<file path="config.mk">
export PLATFORM = sky130hd
export DESIGN_NAME = led_seq
export DESIGN_NICKNAME = d
export VERILOG_FILES = /design/src/rtl/led_seq.sv
export SDC_FILE = /design/constraint.sdc
export NUM_CORES = 1
export LEC_CHECK = 0
export CAP_MARGIN = 10
export CORE_MARGIN = 4
export CORE_UTILIZATION = 35
export CTS_CLUSTER_DIAMETER = 40
export DETAILED_ROUTE_END_ITERATION = 7
export HOLD_SLACK_MARGIN = 0.02
export PLACE_DENSITY_LB_ADDON = 0.2
export SLEW_MARGIN = 5
export SYNTH_ARGS = -nofsm -noshare
export SYNTH_HDL_FRONTEND = slang
export SYNTH_SLANG_ARGS = --single-unit
</file>
<file path="constraint.sdc">
create_clock -name clk -period 3.14 [get_ports clk]
set_clock_uncertainty 0.1 [all_clocks]
set_input_delay 0.314 -clock clk [delete_from_list [all_inputs] [get_ports clk]]
set_output_delay 0.314 -clock clk [all_outputs]
set_load 0.01 [all_outputs]
</file>
<file path="src/rtl/led_seq.sv">
// LED bounce sequencer: on a start flag, walks one lit LED through a back-and-forth
// pattern for N_STEP steps of TIME_STEP cycles, then raises a done flag. Macro LED_ACTIVE_LOW_EN inverts the LED drive.
module led_seq #(
    parameter logic [31:0] TIME_STEP = 32'd5_000_000,
    parameter logic [7:0]  N_STEP    = 8'd8
) (
    input  logic       clk,
    input  logic       rst_n,
    input  logic       fs,
    output logic       fd,
    output logic [3:0] led
);

    typedef enum logic [1:0] {
        S_IDLE = 2'd0,
        S_RUN  = 2'd1,
        S_DONE = 2'd2
    } state_t;

    state_t      state_q;
    logic [31:0] cyc_q;
    logic [7:0]  step_q;
    logic [3:0]  pat_q;
    logic        dir_up_q;
    logic [3:0]  led_q;
    logic        fd_q;

    logic [3:0]  pat_d;
    logic        dir_up_d;
    logic        last_cyc_d;
    logic        last_step_d;

    // Electrical LED drive for an active-high pattern.
    function automatic logic [3:0] drive_led(input logic [3:0] pat);
`ifdef LED_ACTIVE_LOW_EN
        return ~pat;
`else
        return pat;
`endif
    endfunction

    // Next bounce position and direction, plus end-of-step / end-of-run detection.
    always_comb begin
        pat_d       = pat_q;
        dir_up_d    = dir_up_q;
        last_cyc_d  = (cyc_q == (TIME_STEP - 32'd1));
        last_step_d = (step_q == (N_STEP - 8'd1));
        if (dir_up_q) begin
            pat_d    = {pat_q[2:0], 1'b0};
            dir_up_d = (pat_d != 4'b1000);
        end else begin
            pat_d    = {1'b0, pat_q[3:1]};
            dir_up_d = (pat_d == 4'b0001);
        end
    end

    // Sequencer FSM with counters and registered LED / done outputs.
    always_ff @(posedge clk) begin
        if (!rst_n) begin
            state_q  <= S_IDLE;
            cyc_q    <= 32'd0;
            step_q   <= 8'd0;
            pat_q    <= 4'b0001;
            dir_up_q <= 1'b1;
            led_q    <= drive_led(4'b0000);
            fd_q     <= 1'b0;
        end else begin
            case (state_q)
                S_IDLE: begin
                    cyc_q    <= 32'd0;
                    step_q   <= 8'd0;
                    pat_q    <= 4'b0001;
                    dir_up_q <= 1'b1;
                    fd_q     <= 1'b0;
                    if (fs) begin
                        state_q <= S_RUN;
                        led_q   <= drive_led(4'b0001);
                    end else begin
                        state_q <= S_IDLE;
                        led_q   <= drive_led(4'b0000);
                    end
                end
                S_RUN: begin
                    // A dropped start flag aborts even on the final cycle.
                    if (!fs) begin
                        state_q <= S_IDLE;
                        led_q   <= drive_led(4'b0000);
                        fd_q    <= 1'b0;
                    end else if (last_cyc_d) begin
                        cyc_q <= 32'd0;
                        if (last_step_d) begin
                            state_q <= S_DONE;
                            led_q   <= drive_led(4'b0000);
                            fd_q    <= 1'b1;
                        end else begin
                            state_q  <= S_RUN;
                            step_q   <= step_q + 8'd1;
                            pat_q    <= pat_d;
                            dir_up_q <= dir_up_d;
                            led_q    <= drive_led(pat_d);
                            fd_q     <= 1'b0;
                        end
                    end else begin
                        state_q <= S_RUN;
                        cyc_q   <= cyc_q + 32'd1;
                    end
                end
                S_DONE: begin
                    led_q <= drive_led(4'b0000);
                    if (fs) begin
                        state_q <= S_DONE;
                        fd_q    <= 1'b1;
                    end else begin
                        state_q <= S_IDLE;
                        fd_q    <= 1'b0;
                    end
                end
                default: begin
                    state_q  <= S_IDLE;
                    cyc_q    <= 32'd0;
                    step_q   <= 8'd0;
                    pat_q    <= 4'b0001;
                    dir_up_q <= 1'b1;
                    led_q    <= drive_led(4'b0000);
                    fd_q     <= 1'b0;
                end
            endcase
        end
    end

    assign led = led_q;
    assign fd  = fd_q;

endmodule

</file>
==> results.yml <==
status:
  outcome: "completed"
synth:
  syn_avg_cell_area_um2: 8.91
  synth_fp_nets: 338
  synth_cells: 329
  ys_seq_area_frac: 0.355
  async_reset_ff_frac: 0
  synth_ff_type: "dfxtp_1"
  synth_edf_count: 0
  ys_types: 57
  syn_area_mm2: 0.00293
  synth_warnings: 0
  ys_seq_elements: 52
die:
  fp.dieArea_mm2: 0.00990
  num_rows: 33
  die_x_um: 99.5
  fp.dieH_um: 99.5
  core-area_mm2: 0.00818
  top_level_ports: 8
  initial_core_util: 0.359
placement:
  place_area_mm2: 0.00311
  io_buffer_count: 7
  place_hpwl_mm: 4.94
  place_ws_ps: 665
  gp_congestion: 0.804
sta:
  fmax_ghz: 0.401
  slew_headroom: 0.561
  drv_slew: 0
  whs_ps: 373
  setup_viol: 0
  rsz0062_at_grt: "false"
  fin_ws_ps: 646
  layout_min_cycle_time_ps: 2490
  setup_tns_ps: 0
  finalHoldViolations: 0
  max_slew.worst_pin.slew_ps: 653
  fin_crit_sh: 0.794
clock_tree:
  cts-hold-fix-buffers: 0
  cts_setup_buffers: 0
  cts_root_buf: "clkbuf_8"
  cts_max_path_buffers: 2
  numCtsBuffers: 5
  clock-sinks: 52
  clkTransAtPathRegs_ps: 100
  insertion_delay_ps: 310
  cts_tree: "yes"
  htreeDepth: 2
  post_cts_resized: 0
route:
  vias: 2462
  via_per_inst: 5.56
  avgRoutedWirePerCell_um: 15.5
  drtIter0Drc: 127
  drcViolationCount: 0
  wirelength_mm: 6.86
  antenna_left: 0
  dr.pass1.iters: 4
critical_path:
  critical_path_peak_fanout: 12
  cp.required_ps: 3280
  path_class: "reg -> reg"
  endpoint: "cyc_q[24]"
  crit_arrival_ps: 2640
  reg2reg_depth: 7
  reg2reg_to: "cyc_q[24]"
  critPathCaptureType: "register"
  startpoint: "state_q[1]"
  start_kind: "register"
  crit-reg2reg-launch: "state_q[1]"
  reg2reg_setup_slack_ps: 650
power_and_ir_drop:
  leakagePower_nw: 1.18
  p_per_area_mw_per_mm2: 370
  p_total_mw: 1.19
  vdd_drop_max_v: 0.000210
global_routing:
  grt_pass1_vias: 2258
  grt_pass1_wl_mm: 11.4
  grt_overflow: 0
  antenna_found_initial: 0
  grtUsageTotal: 0.141
  grt_max_degree: 26
finish:
  area_growth_pct: 10.0
  final_common_cell: "dfxtp_1"
  nNetsFinal: 346
  drive_gt1_frac: 0.0917
  postLayoutCellArea_mm2: 0.00323
  antennaDiodeCount: 0
  layout_common_cells: "dfxtp_1 (52), nor2_1 (32), nand2_1 (26)"
job:
  maxCapViolCount: 0
worst_hold_path:
  min_path_cells: 2
  hp-class: "reg -> reg"
## cell usage after synthesis, types with 3 or more instances
master / number / area share
and4bb_1: 3 / 0.013
a31oi_1: 3 / 0.0064
nand3_1: 16 / 0.027
o211ai_1: 3 / 0.0077
a32o_1: 3 / 0.010
or3_1: 3 / 0.0064
nor2_1: 32 / 0.041
nor4b_1: 3 / 0.0090
buf_2: 3 / 0.0051
a21oi_1: 7 / 0.012
and2_1: 7 / 0.015
and3_1: 12 / 0.026
ha_1: 6 / 0.026
a22o_1: 3 / 0.0090
xnor2_1: 7 / 0.021
and4_1: 9 / 0.027
nor4_1: 7 / 0.015
nor3_1: 9 / 0.015
mux2_2: 4 / 0.015
xor2_1: 18 / 0.054
nor4bb_1: 4 / 0.014
nand2_1: 26 / 0.033
inv_1: 4 / 0.0051
clkbuf_1: 6 / 0.0077
dfxtp_1: 52 / 0.36
mux2i_1: 3 / 0.010
o21ai_0: 8 / 0.014
a21o_1: 8 / 0.020
o22ai_1: 5 / 0.011
nand4_1: 19 / 0.041
## critical path, stage by stage (launching register included)
cell	delay, ps
dfxtp_1	340
inv_1	80
ha_1	370
and2_1	350
nand3b_1	270
a21oi_1	520
a41oi_1	210
a31oi_1	170
## per-stage QoR
stage	util	cells
floorplan	-	329
global placement	0.381	435
detailed placement	0.381	435
CTS	0.395	443
global route	0.395	443
finish	0.395	443
## cells by family (layout without fill, tap and decap cells)
logic type               Yosys count  in the layout  synth area share
AO/OA/AOI/OAI                     49             49             0.117
XOR/XNOR                          25             25            0.0747
adder cells (fa/ha/maj)            6              6            0.0256
buffers and inverters             16             25            0.0269
flip-flops                        52             52             0.355
multiplexers                       7              7            0.0256
AND/OR/NAND/NOR                  174            174             0.375
## where the power goes
part / leakage, nW / total, mW / switching [mW] / internal [mW]
clock: 0.0558 / 0.477 / 0.235 / 0.241
sequential: 0.419 / 0.664 / 0.00248 / 0.662
combinational: 0.709 / 0.0523 / 0.0323 / 0.0200
## state kept, by name (all words and copies together) (netlist names)
signal and cells:
cyc_q 32, dir_up_q 1, fd 1, led 4
pat_q 4, state_q 2, step_q 8
## per-layer routing
| metal | routed length, µm | track usage |
|---|---|---|
| met2 | 3090 | 0.215 |
| met1 | 3520 | 0.204 |
| met4 | 79 | 0.0420 |
| met5 | 0 | 0 |
| met3 | 173 | 0.0210 |
## worst min-delay path by stage
stage | slack [ps] | end | from
CTS | 380 | led[2] | led[2]
finish | 370 | led[1] | led[1]
detailed placement | 360 | led[2] | led[2]
floorplan | 340 | pat_q[3] | pat_q[3]
global route | 410 | led[1] | led[1]
global placement | 350 | led[1] | led[1]
## cell type report
class                   instances  area (µm²)
clock inverters                 2        38.8
clock buffers                   6        72.6
flip-flops and latches         52        1040
multi-input cells             261        1810
repair buffers                 13         115
well taps                     105         131
inverters                       4        15.0
fillers                       827        4950
(Power assumes the default switching activity.)
